$ cat src/rtl/logic_healthcare_system_if.sv
// ---------------------------------------------------------------------------
// logic_healthcare_system_if
//
// Outbound-link bundle of the patient monitor: load strobe, request/confirm
// handshake, the data/key pair to encrypt and the two 7-bit report words.
//
//   request    1  ask for transmission of the loaded record
//   confirm    1  receiver acknowledges the presented report
//   inputdata  1  load strobe for data/key
//   key        8  encryption key
//   data       8  payload to encrypt
//   dataP      7  report word P
//   dataQ      7  report word Q
//
// master : the side driving the handshake (link controller / bench)
// slave  : the monitor block itself
// ---------------------------------------------------------------------------
interface logic_healthcare_system_if;
  logic       request;
  logic       confirm;
  logic       inputdata;
  logic [7:0] key;
  logic [7:0] data;
  logic [6:0] dataP;
  logic [6:0] dataQ;

  modport master (
    output request, confirm, inputdata, key, data,
    input  dataP, dataQ
  );

  modport slave (
    input  request, confirm, inputdata, key, data,
    output dataP, dataQ
  );
endinterface

$ cat src/rtl/logic_healthcare_system.sv
// ---------------------------------------------------------------------------
// logic_healthcare_system
//
// Patient-monitoring block. Every cycle it classifies the current sensor
// readings into a 6-bit abnormality vector and its popcount, both registered.
// Independently, a three-state FSM loads a data/key pair, and on request
// presents an XOR-encrypted 14-bit report on dataP/dataQ until confirmed.
//
// Ports:
//   clock            1  rising-edge system clock
//   reset            1  synchronous, active-high reset
//   link             -  handshake + data/key + report words (slave side)
//   pressureData     6  blood pressure reading
//   bloodPH          4  blood pH code
//   bloodType        3  blood type code (report only)
//   fdSensorValue    8  fall-detector reading
//   fdFactoryValue   8  fall-detector threshold
//   factoryBaseTemp  8  temperature calibration offset
//   factoryTempCoef  4  temperature calibration gain
//   tempSensorValue  4  raw temperature sensor code
//   abnormaliryWarning 3  number of set bits in abnormaliryVector
//   abnormaliryVector  6  {p_high, p_low, ph_bad, fall, fever, hypothermia}
// ---------------------------------------------------------------------------
module logic_healthcare_system (
  input  logic                             clock,
  input  logic                             reset,
  logic_healthcare_system_if.slave         link,
  input  logic [5:0]                       pressureData,
  input  logic [3:0]                       bloodPH,
  input  logic [2:0]                       bloodType,
  input  logic [7:0]                       fdSensorValue,
  input  logic [7:0]                       fdFactoryValue,
  input  logic [7:0]                       factoryBaseTemp,
  input  logic [3:0]                       factoryTempCoef,
  input  logic [3:0]                       tempSensorValue,
  output logic [2:0]                       abnormaliryWarning,
  output logic [5:0]                       abnormaliryVector
);

  typedef enum logic [1:0] {
    IDLE,
    LOADED,
    SEND
  } state_t;

  function automatic logic [2:0] popcount6(input logic [5:0] v);
    logic [2:0] n;
    n = '0;
    for (int i = 0; i < 6; i++) n = n + 3'(v[i]);
    return n;
  endfunction

  // -------------------------------------------------------------------------
  // Sensor classification
  // -------------------------------------------------------------------------
  logic [7:0] temp_prod;
  logic [8:0] temp_c;
  logic [5:0] vector_c;
  logic [2:0] warning_c;

  // Full 9-bit sum: 255 + 15*15 = 480 must not wrap, or a very hot reading
  // would alias into the hypothermia range.
  assign temp_prod = {4'd0, factoryTempCoef} * {4'd0, tempSensorValue};
  assign temp_c    = {1'b0, factoryBaseTemp} + {1'b0, temp_prod};

  assign vector_c[5] = pressureData > 6'd45;
  assign vector_c[4] = pressureData < 6'd20;
  assign vector_c[3] = (bloodPH < 4'd6) || (bloodPH > 4'd8);
  assign vector_c[2] = fdSensorValue > fdFactoryValue;
  assign vector_c[1] = temp_c > 9'd38;
  assign vector_c[0] = temp_c < 9'd35;

  // Warning is taken from the combinational vector so both update together.
  assign warning_c = popcount6(vector_c);

  // NOTE: sequential state uses non-blocking assignments so every register
  // samples pre-edge values regardless of statement order.
  always_ff @(posedge clock) begin
    if (reset) begin
      abnormaliryVector  <= '0;
      abnormaliryWarning <= '0;
    end else begin
      abnormaliryVector  <= vector_c;
      abnormaliryWarning <= warning_c;
    end
  end

  // -------------------------------------------------------------------------
  // Report FSM
  // -------------------------------------------------------------------------
  state_t     state_q, state_d;
  logic [7:0] data_q, data_d;
  logic [7:0] key_q, key_d;
  logic [6:0] p_q, p_d;
  logic [6:0] q_q, q_d;
  logic [7:0] enc;

  assign enc = data_q ^ key_q;

  // NOTE: every signal driven here gets a hold/default value first, so no
  // path through the case leaves it unassigned and no latch is inferred.
  always_comb begin
    state_d = state_q;
    data_d  = data_q;
    key_d   = key_q;
    p_d     = p_q;
    q_d     = q_q;

    unique case (state_q)
      IDLE: begin
        if (link.inputdata) begin
          data_d  = link.data;
          key_d   = link.key;
          state_d = LOADED;
        end
      end

      LOADED: begin
        // request outranks a simultaneous load: the stored pair is encrypted.
        if (link.request) begin
          p_d     = enc[6:0];
          q_d     = {enc[7], bloodType, warning_c};
          state_d = SEND;
        end else if (link.inputdata) begin
          data_d = link.data;
          key_d  = link.key;
        end
      end

      SEND: begin
        if (link.confirm) begin
          p_d     = '0;
          q_d     = '0;
          data_d  = '0;
          key_d   = '0;
          state_d = IDLE;
        end
      end

      default: begin
        p_d     = '0;
        q_d     = '0;
        data_d  = '0;
        key_d   = '0;
        state_d = IDLE;
      end
    endcase
  end

  // NOTE: reset is synchronous, so it only takes effect on a clock edge and
  // all inputs presented in that cycle are discarded.
  always_ff @(posedge clock) begin
    if (reset) begin
      state_q <= IDLE;
      data_q  <= '0;
      key_q   <= '0;
      p_q     <= '0;
      q_q     <= '0;
    end else begin
      state_q <= state_d;
      data_q  <= data_d;
      key_q   <= key_d;
      p_q     <= p_d;
      q_q     <= q_d;
    end
  end

  assign link.dataP = p_q;
  assign link.dataQ = q_q;

endmodule

$ cat src/flat_wrapper.sv
// flat-port wrapper written by rule: the top's interface ports become plain ports
module logic_healthcare_system_flat 
  (clock, reset, pressureData, bloodPH, bloodType, fdSensorValue, fdFactoryValue, factoryBaseTemp, factoryTempCoef, tempSensorValue, abnormaliryWarning, abnormaliryVector, link_request, link_confirm, link_inputdata, link_key, link_data, link_dataP, link_dataQ);
  logic_healthcare_system_if link_i ();
  input  logic clock;
  input  logic reset;
  input  logic [5:0] pressureData;
  input  logic [3:0] bloodPH;
  input  logic [2:0] bloodType;
  input  logic [7:0] fdSensorValue;
  input  logic [7:0] fdFactoryValue;
  input  logic [7:0] factoryBaseTemp;
  input  logic [3:0] factoryTempCoef;
  input  logic [3:0] tempSensorValue;
  output logic [2:0] abnormaliryWarning;
  output logic [5:0] abnormaliryVector;
  input wire logic [$bits(link_i.request)-1:0] link_request;
  input wire logic [$bits(link_i.confirm)-1:0] link_confirm;
  input wire logic [$bits(link_i.inputdata)-1:0] link_inputdata;
  input wire logic [$bits(link_i.key)-1:0] link_key;
  input wire logic [$bits(link_i.data)-1:0] link_data;
  output wire logic [$bits(link_i.dataP)-1:0] link_dataP;
  output wire logic [$bits(link_i.dataQ)-1:0] link_dataQ;
  assign link_i.request = link_request;
  assign link_i.confirm = link_confirm;
  assign link_i.inputdata = link_inputdata;
  assign link_i.key = link_key;
  assign link_i.data = link_data;
  assign link_dataP = link_i.dataP;
  assign link_dataQ = link_i.dataQ;
  logic_healthcare_system u_core (.clock(clock), .reset(reset), .link(link_i), .pressureData(pressureData), .bloodPH(bloodPH), .bloodType(bloodType), .fdSensorValue(fdSensorValue), .fdFactoryValue(fdFactoryValue), .factoryBaseTemp(factoryBaseTemp), .factoryTempCoef(factoryTempCoef), .tempSensorValue(tempSensorValue), .abnormaliryWarning(abnormaliryWarning), .abnormaliryVector(abnormaliryVector));
endmodule
$ cat config.mk
export PLATFORM = sky130hd
export DESIGN_NAME = logic_healthcare_system_flat
export DESIGN_NICKNAME = d
export VERILOG_FILES = /design/src/rtl/logic_healthcare_system_if.sv /design/src/rtl/logic_healthcare_system.sv /design/src/flat_wrapper.sv
export SDC_FILE = /design/constraint.sdc
export NUM_CORES = 1
export LEC_CHECK = 0
export ABC_CLOCK_PERIOD_IN_PS = 7380
export CAP_MARGIN = 30
export CELL_PAD_IN_SITES_DETAIL_PLACEMENT = 1
export CELL_PAD_IN_SITES_GLOBAL_PLACEMENT = 1
export CORE_ASPECT_RATIO = 1.5
export CORE_UTILIZATION = 33
export CTS_BUF_LIST = sky130_fd_sc_hd__clkbuf_16
export CTS_CLUSTER_SIZE = 10
export DETAILED_ROUTE_END_ITERATION = 6
export PLACE_DENSITY = 0.8
export SYNTH_ARGS = -nofsm -noshare
export SYNTH_HDL_FRONTEND = slang
export SYNTH_SLANG_ARGS = --single-unit
$ cat constraint.sdc
create_clock -name clock -period 7.38 [get_ports clock]
set_input_delay 0.738 -clock clock [delete_from_list [all_inputs] [get_ports clock]]
set_output_delay 0.738 -clock clock [all_outputs]
set_load 0.1 [all_outputs]
==> flow_summary.json <==
{
  "antenna_found_initial": 0,
  "via_per_inst": 4.860,
  "worst_hold_slack_ns": 0.4994,
  "synth_flop_cell": "dfxtp_1",
  "yosys_warnings": 0,
  "fin_ws_ns": 1.395,
  "max_cap_viol_count": 0,
  "dieArea_sq_mm": 0.008350,
  "async_flop_share_pct": 0,
  "firstDrtPassIters": 4,
  "hpwlAfterDp_mm": 5.564,
  "clkLatencyLatePin_ns": 0.28,
  "numCtsBuffers": 5,
  "tightest_slew_ns": 1.040,
  "ant_nets": 0,
  "grt_pass1_wl_mm": 11.17,
  "cts_tree": "built",
  "clk_path_buf_depth": 2,
  "power_density_mw_per_mm2": 217.7,
  "hold_viol": 0,
  "cts_root_buf": "clkbuf_16",
  "seq_area_frac_synth_pct": 31.16,
  "slew_headroom_pct": 30.43,
  "period_needed_ns": 5.985,
  "syn_inst": 304,
  "path_clk_slew_ns": 0.05,
  "initial_core_util_pct": 34.38,
  "synthDistinctLibCells": 44,
  "postRouteWirelength_mm": 6.784,
  "post_cts.repair.setup_buffers": 0,
  "grt_max_degree": 42,
  "min_path_type": "reg2reg",
  "overflow": 0,
  "rsz0062_at_grt": "false",
  "cts-resized-gates": 0,
  "die_h_um": 111.4,
  "ys_seq_elements": 41,
  "run_status": "finished clean",
  "synth.avg_cell_area_sq_um": 8.664,
  "synth-edff-count": 0,
  "post_dp_cell_area_sq_mm": 0.003607,
  "arrival_ns": 6.14,
  "final_util_pct": 48.78,
  "finalSetupTns_ns": 0,
  "most-common-layout-cells": "87 x clkdlybuf4s50_1, 41 x dfxtp_1, 40 x nor2_1",
  "finalMaxSlewViolations": 0,
  "final_common_cell": "clkdlybuf4s50_1",
  "ir_drop_uv": 156.2,
  "track_usage_pct": 17.26,
  "place_worst_setup_slack_ns": 1.077,
  "max_freq_mhz": 167.1,
  "io_buffers": 87,
  "fin_crit_sh_pct": 81.10,
  "ioPinCount": 89,
  "syn_nets": 408,
  "h-tree-depth": 2,
  "drcViolationCount": 0,
  "ctsHoldBuffers": 0,
  "fp.dieW_um": 74.95,
  "std_cell_rows": 39,
  "setup-violations-final": 0,
  "final_area_sq_mm": 0.003737,
  "clock-sinks": 41,
  "start_kind": "input port",
  "path_max_fanout": 4,
  "gp_congestion": 0.7365,
  "p_leak_nw": 1.644,
  "fillers": 919,
  "finalClockSkew_ns": 0.003029,
  "required_ns": 7.53,
  "drive_above_1_share_pct": 3.590,
  "grt_pass1_vias": 2558,
  "path_class": "in2reg",
  "finalNetCount": 495,
  "antennaDiodeCount": 0,
  "vias": 2391,
  "drt_iter0_markers": 53,
  "wl_per_cell_um": 13.79,
  "coreArea_sq_mm": 0.007661,
  "area_growth_pct": 41.90,
  "end_kind": "flip-flop",
  "syn_area_sq_mm": 0.002634
}
sequential cells by signal, summed over array words and instances (netlist names):
register and flops:
u_core.link.dataQ 7, u_core.key_q 8, u_core.abnormaliryWarning 3, u_core.abnormaliryVector 6, u_core.link.dataP 7, u_core.data_q 8, u_core.state_q 2
Yosys cell counts (all sizes together), types with 3 or more instances:
cell | number | area share, %
dfxtp | 41 | 31
nor2 | 40 | 5.7
inv | 39 | 5.6
ha | 26 | 12
a21oi | 23 | 4.4
nor3b | 16 | 4.6
a22oi | 13 | 3.7
and2 | 12 | 2.9
fa | 12 | 9.1
nand2 | 9 | 1.3
o21ai | 9 | 1.9
xor2 | 9 | 3.0
clkbuf | 6 | 0.86
buf | 5 | 1.5
nor2b | 5 | 1.2
a21o | 4 | 1.1
nand2b | 4 | 0.95
and3 | 3 | 0.71
nand4 | 3 | 0.71
o21a | 3 | 0.86
cell families after synthesis:
group | share of synthesized area, %
adders and majority gates | 21.47
and+or+nand+nor | 20.57
xor gates and xnor gates | 2.993
AOI/OAI and AO/OA | 15.11
DFF | 31.16
muxes | 0.7601
buffers and inverters | 7.933
layout make-up:
type                       count  area [sq um]  share of cell area, %
clock buffer                   5         125.1                  3.348
clock inverter                 1         5.005                 0.1339
inverter                      39         146.4                  3.917
multi-input combinational    213          1604                  42.92
sequential                    41         820.8                  21.96
tap                          102         127.6                  3.415
timing repair buffer          91         908.4                  24.31
power by group:
group          total, W  switching (W)  internal, W
Sequential     0.000253      0.0000106     0.000242
Combinational  0.000364       0.000222     0.000141
Clock          0.000197      0.0000765     0.000120
Total          0.000814       0.000309     0.000504
worst max-delay path, cell delays in order:
cell	delay [ns]
clkdlybuf4s50_1	0.51
nand2_1	0.09
fa_1	0.51
fa_1	0.51
fa_1	0.51
inv_1	0.04
ha_1	0.33
nor2b_1	0.16
o31a_1	0.27
mux2i_1	0.26
nand4_1	0.18
a21oi_1	0.17
ha_1	0.24
inv_1	0.07
fa_1	0.44
fa_1	0.40
inv_1	0.07
fa_1	0.42
a22oi_1	0.16
nor2_1	0.05
through the flow:
stage | power (W) | std cells
after floorplan | 0.0005194 | 304
after global placement | 0.0006122 | 484
after detailed placement | 0.0006245 | 486
after CTS | 0.0008253 | 492
after global routing | 0.0008688 | 492
final | 0.0008137 | 492
final timing paths:
kind	slack, ns	cells past startpoint	start	to
max	1.39	20	tempSensorValue[3]	u_core.link.dataQ[1]$_SDFFE_PP0P_
min	0.50	2	u_core.link.dataQ[0]$_SDFFE_PP0P_	u_core.link.dataQ[0]$_SDFFE_PP0P_
max reg2reg	5.07	6	u_core.state_q[1]$_SDFFE_PP0P_	u_core.data_q[0]$_SDFFE_PP0P_
min reg2reg	0.50	2	u_core.link.dataQ[0]$_SDFFE_PP0P_	u_core.link.dataQ[0]$_SDFFE_PP0P_
per-layer routing:
metal	up-vias	wire length, um	GRT usage (%)
met3	10	316	2.534
met1	1133	2495	16.86
met4	0	142	6.164
met5	-	0	0
met2	62	3829	34.35
li1	1186	-	-
No activity file was read; power rests on OpenSTA's default activity.
